===== src/rtl/div32_seq.sv =====
// Sequential unsigned restoring divider: one quotient bit per clock, 32 cycles start-to-done (1 for a zero divisor).
// start is sampled only while busy is low; requests made while busy are dropped, not queued.
module div32_seq #(
    parameter int WIDTH = 32
) (
    input  logic             clk,
    input  logic             rst_n,
    input  logic             start,
    input  logic [WIDTH-1:0] dividend,
    input  logic [WIDTH-1:0] divisor,
    output logic [WIDTH-1:0] quotient,
    output logic [WIDTH-1:0] remainder,
    output logic             busy,
    output logic             done,
    output logic             div_zero
);

    localparam int CW = $clog2(WIDTH);
    localparam logic [CW-1:0] CNT_LAST = CW'(WIDTH - 1);

    typedef enum logic [1:0] {
        S_IDLE,
        S_RUN,
        S_ZERO,
        S_DONE
    } state_e;

    state_e           state_q, state_d;
    logic [WIDTH-1:0] dsr_q, dsr_d;
    logic [WIDTH-1:0] r_q, r_d;
    logic [WIDTH-1:0] q_q, q_d;
    logic [CW-1:0]    cnt_q, cnt_d;
    logic [WIDTH-1:0] quot_q, quot_d;
    logic [WIDTH-1:0] rem_q, rem_d;
    logic             dz_q, dz_d;

    logic [WIDTH:0]   r_shift;
    logic [WIDTH-1:0] q_shift;
    logic [WIDTH:0]   trial;
    logic [WIDTH-1:0] r_next;
    logic [WIDTH-1:0] q_next;

    // The partial remainder stays below the divisor, so after the shift bit WIDTH
    // can only be set when the subtraction succeeds; a 32-bit R register suffices.
    always_comb begin
        r_shift = {r_q, q_q[WIDTH-1]};
        q_shift = {q_q[WIDTH-2:0], 1'b0};
        trial   = r_shift - {1'b0, dsr_q};
        if (!trial[WIDTH]) begin
            r_next = trial[WIDTH-1:0];
            q_next = q_shift | WIDTH'(1);
        end else begin
            r_next = r_shift[WIDTH-1:0];
            q_next = q_shift;
        end
    end

    always_comb begin
        state_d = state_q;
        dsr_d   = dsr_q;
        r_d     = r_q;
        q_d     = q_q;
        cnt_d   = cnt_q;
        quot_d  = quot_q;
        rem_d   = rem_q;
        dz_d    = dz_q;

        case (state_q)
            S_IDLE, S_DONE: begin
                if (start) begin
                    dsr_d   = divisor;
                    r_d     = '0;
                    q_d     = dividend;
                    cnt_d   = '0;
                    state_d = (divisor == '0) ? S_ZERO : S_RUN;
                end else begin
                    state_d = S_IDLE;
                end
            end
            S_RUN: begin
                r_d   = r_next;
                q_d   = q_next;
                cnt_d = cnt_q + CW'(1);
                if (cnt_q == CNT_LAST) begin
                    quot_d  = q_next;
                    rem_d   = r_next;
                    dz_d    = 1'b0;
                    state_d = S_DONE;
                end
            end
            S_ZERO: begin
                // Q still holds the untouched dividend captured at accept.
                quot_d  = '1;
                rem_d   = q_q;
                dz_d    = 1'b1;
                state_d = S_DONE;
            end
            default: state_d = S_IDLE;
        endcase
    end

    always_ff @(posedge clk or negedge rst_n) begin
        if (!rst_n) begin
            state_q <= S_IDLE;
            dsr_q   <= '0;
            r_q     <= '0;
            q_q     <= '0;
            cnt_q   <= '0;
            quot_q  <= '0;
            rem_q   <= '0;
            dz_q    <= 1'b0;
        end else begin
            state_q <= state_d;
            dsr_q   <= dsr_d;
            r_q     <= r_d;
            q_q     <= q_d;
            cnt_q   <= cnt_d;
            quot_q  <= quot_d;
            rem_q   <= rem_d;
            dz_q    <= dz_d;
        end
    end

    assign quotient  = quot_q;
    assign remainder = rem_q;
    assign div_zero  = dz_q;
    assign busy      = (state_q == S_RUN) || (state_q == S_ZERO);
    assign done      = (state_q == S_DONE);

endmodule

===== config.mk =====
export PLATFORM = sky130hd
export DESIGN_NAME = div32_seq
export DESIGN_NICKNAME = d
export VERILOG_FILES = /design/src/rtl/div32_seq.sv
export SDC_FILE = /design/constraint.sdc
export NUM_CORES = 1
export LEC_CHECK = 0
export ABC_AREA = 1
export BUFFER_PORTS_ARGS = -buffer_cell sky130_fd_sc_hd__clkbuf_2
export CAP_MARGIN = 40
export CORE_ASPECT_RATIO = 1.1
export CORE_MARGIN = 3
export CORE_UTILIZATION = 40
export DETAILED_ROUTE_END_ITERATION = 7
export PLACE_DENSITY = 0.71
export SLEW_MARGIN = 20
export SYNTH_ARGS = -nofsm -noshare
export SYNTH_HDL_FRONTEND = slang
export SYNTH_SLANG_ARGS = --single-unit

===== constraint.sdc =====
create_clock -name clk -period 3.15 [get_ports clk]
set_input_delay 0 -clock clk [delete_from_list [all_inputs] [get_ports clk]]
set_output_delay 0 -clock clk [all_outputs]
set_load 0.03 [all_outputs]

==> out/qor.yml <==
run_status:
  status: "finished clean"
yosys:
  synthCells: 1441
  async_flop_share: 1.00
  synth_top_area_share: 0.413
  syn_area_sq_um: 10200
  ys_seq_area_frac: 0.413
  synth.largest_area_cell: "dfrtp_1"
  synth.net_count: 1546
  syn-mean-instance-area_sq_um: 7.07
  ys_warn_count: 0
  synth_seq_cells: 168
  synth_top_flop_cell: "dfrtp_1"
  synth_area_leaders: "dfrtp_1 (41%), nand2_1 (22%), inv_1 (7.5%)"
  ys_types: 43
  synth_edf_count: 0
  yosys-top-cells-count: "nand2_1 (600), inv_1 (203), dfrtp_1 (168), nand3_1 (98), a21oi_1 (55)"
  synth_most_common_cell: "nand2_1"
sta:
  worst_pin_slew_ns: 0.598
  finalSetupViolations: 0
  hold_violations: 0
  setup_ws_ns: 0.471
  skew_ns: 0.0146
  max_freq_ghz: 0.373
  fin_crit_ns: 2.68
  relSlewSlack: 0.598
  fin_crit_sh: 0.850
  rsz0062_at_grt: "no"
  setup_tns_ns: 0
  holdWs_ns: 0.0273
  slew_violations: 0
clock_tree:
  cts_buffers: 17
  cts.sinks: 168
  clk_pin_slew_ns: 0.07
  ctsHoldBuffers: 65
  clk_latency_ns: 0.44
  max-clock-path-buffers: 2
  clockRootBuffer: "clkbuf_16"
  cts_tree: "built"
  cts.repair.resized: 0
  post_cts_buffers: 0
  h-tree-depth: 4
finish:
  fillers: 2398
  postLayoutCoreUtil: 0.502
  drive_gt1_frac: 0.130
  area_delta_synth_final_pct: 22.1
  final_cells: 1945
  n_antenna_cell: 0
  nets: 1727
  fin_area_sq_um: 12400
critical_path:
  crit_path_end_kind: "register"
  r2r_cells: 18
  cp_max_fo: 18
  r2r_setup_slack_ns: 0.47
  r2r_start: "q_q[31]"
  crit_type: "reg -> reg"
  start_kind: "register"
  critPathRequiredTime_ns: 3.53
  arrival_ns: 3.06
  r2r-end: "remainder[13]"
route:
  ant_nets: 0
  first_pass_iters: 6
  routed_wl_mm: 31.2
  drc_errors: 0
  routedWlPerCell_um: 16.0
  drt_iter0_drc: 923
  viasPerCell: 5.04
  via_count: 9807
place:
  placed_cell_area_sq_um: 11200
  post-place-ws_ns: 0.486
  globalplace.congestion: 0.946
  io_buffers: 133
  placed_cells: 1848
  dp_hpwl_mm: 22.9
power_and_ir_drop:
  powerDensity_nw_per_um2: 1010
  p_sw_frac: 0.502
  p_total_mw: 12.5
  power_leakage_nw: 7.08
  p_int_mw: 6.24
  clkPwrFrac: 0.178
  combPwrFrac: 0.560
  power_switching_mw: 6.29
  peakVddDrop_mv: 0.427
  seqPwrFrac: 0.262
die:
  ios: 134
  die_y_um: 173
  die_w_um: 158
  die-area_sq_um: 27400
  design.core.area_sq_um: 24800
  start_util: 0.411
  num_rows: 60
global_route:
  grt_pass1_wl_mm: 50.1
  antenna_found_initial: 0
  first_global_vias: 9656
  grt_max_degree: 64
  gr-total-overflow: 0
  grt_use_total: 0.230
job:
  cap_viol_max_count: 0
worst_hold_path:
  hold_path.class: "in -> async"
[cells by family after synthesis]
group / synth area share
xor+xnor: 0.0129
buf+inv: 0.102
simple gates: 0.321
compound gates: 0.104
flops: 0.413
fa+ha+maj: 0.0474
[power by group through the flow]
| stage | logic [mW] | registers (mW) | clock network [mW] |
|---|---|---|---|
| after floorplan | 4.75 | 3.53 | 0 |
| after global placement | 6.83 | 3.30 | 0 |
| after detailed placement | 6.91 | 3.31 | 0 |
| after CTS | 7.02 | 3.27 | 2.25 |
| after global routing | 7.85 | 3.34 | 2.35 |
| final | 7.02 | 3.28 | 2.22 |
[how the worst max path moves through the flow]
| stage | cells past startpoint | startpoint | end |
|---|---|---|---|
| 3_3_place_gp | 18 | q_q[31] | remainder[30] |
| 5_1_grt | 18 | q_q[31] | remainder[5] |
| 3_5_place_dp | 18 | q_q[31] | remainder[30] |
| 6_report | 18 | q_q[31] | remainder[13] |
| 4_1_cts | 18 | q_q[31] | remainder[23] |
| 2_1_floorplan | 19 | q_q[31] | remainder[12] |
[worst max-delay path, stage by stage, from the launching register on]
cell     delay, ns
dfrtp_1       0.38
inv_1         0.10
ha_1          0.15
inv_1         0.07
fa_1          0.42
nand2_1       0.08
nand2_1       0.09
nand3_2       0.09
nand2_2       0.09
nand2_2       0.08
nand2_2       0.07
nand2_4       0.10
nand2_4       0.06
nand2_4       0.18
buf_4         0.28
nand3_1       0.13
nand3_1       0.13
nand2_1       0.06
nand2_1       0.06
[cell usage in the layout, fill, tap and decap left out, types with 37 or more instances in the layout]
cell	instances
nand2_1	599
inv_1	202
dfrtp_1	168
clkbuf_2	132
nand3_1	98
dlygate4sd3_1	65
a21oi_1	55
nor2_1	45
o21ai_0	37
ha_1	37
[cell type report]
cell class	instances	area [sq um]	share of cell area
Clock buffer	20	457	0.0367
Clock inverter	12	155	0.0125
Inverter	208	781	0.0628
Multi-Input combinational cell	1011	4940	0.398
Sequential cell	168	4200	0.338
Tap cell	310	388	0.0312
Timing Repair Buffer	216	1500	0.121
[sequential cells by signal (all words and copies together), names as in the netlist]
| signal | flops |
|---|---|
| remainder | 32 |
| q_q | 32 |
| quotient | 32 |
| r_q | 32 |
| div_zero | 1 |
| dsr_q | 32 |
| state_q | 2 |
| cnt_q | 5 |
[per-layer routing]
metal / up-vias / routed length [um] / GRT usage
met5: - / 0 / 0
met3: 82 / 1610 / 0.0365
met1: 4481 / 13000 / 0.286
met2: 326 / 14900 / 0.387
met4: 0 / 1680 / 0.111
li1: 4918 / - / -
No activity file was read; power rests on OpenSTA's default activity.
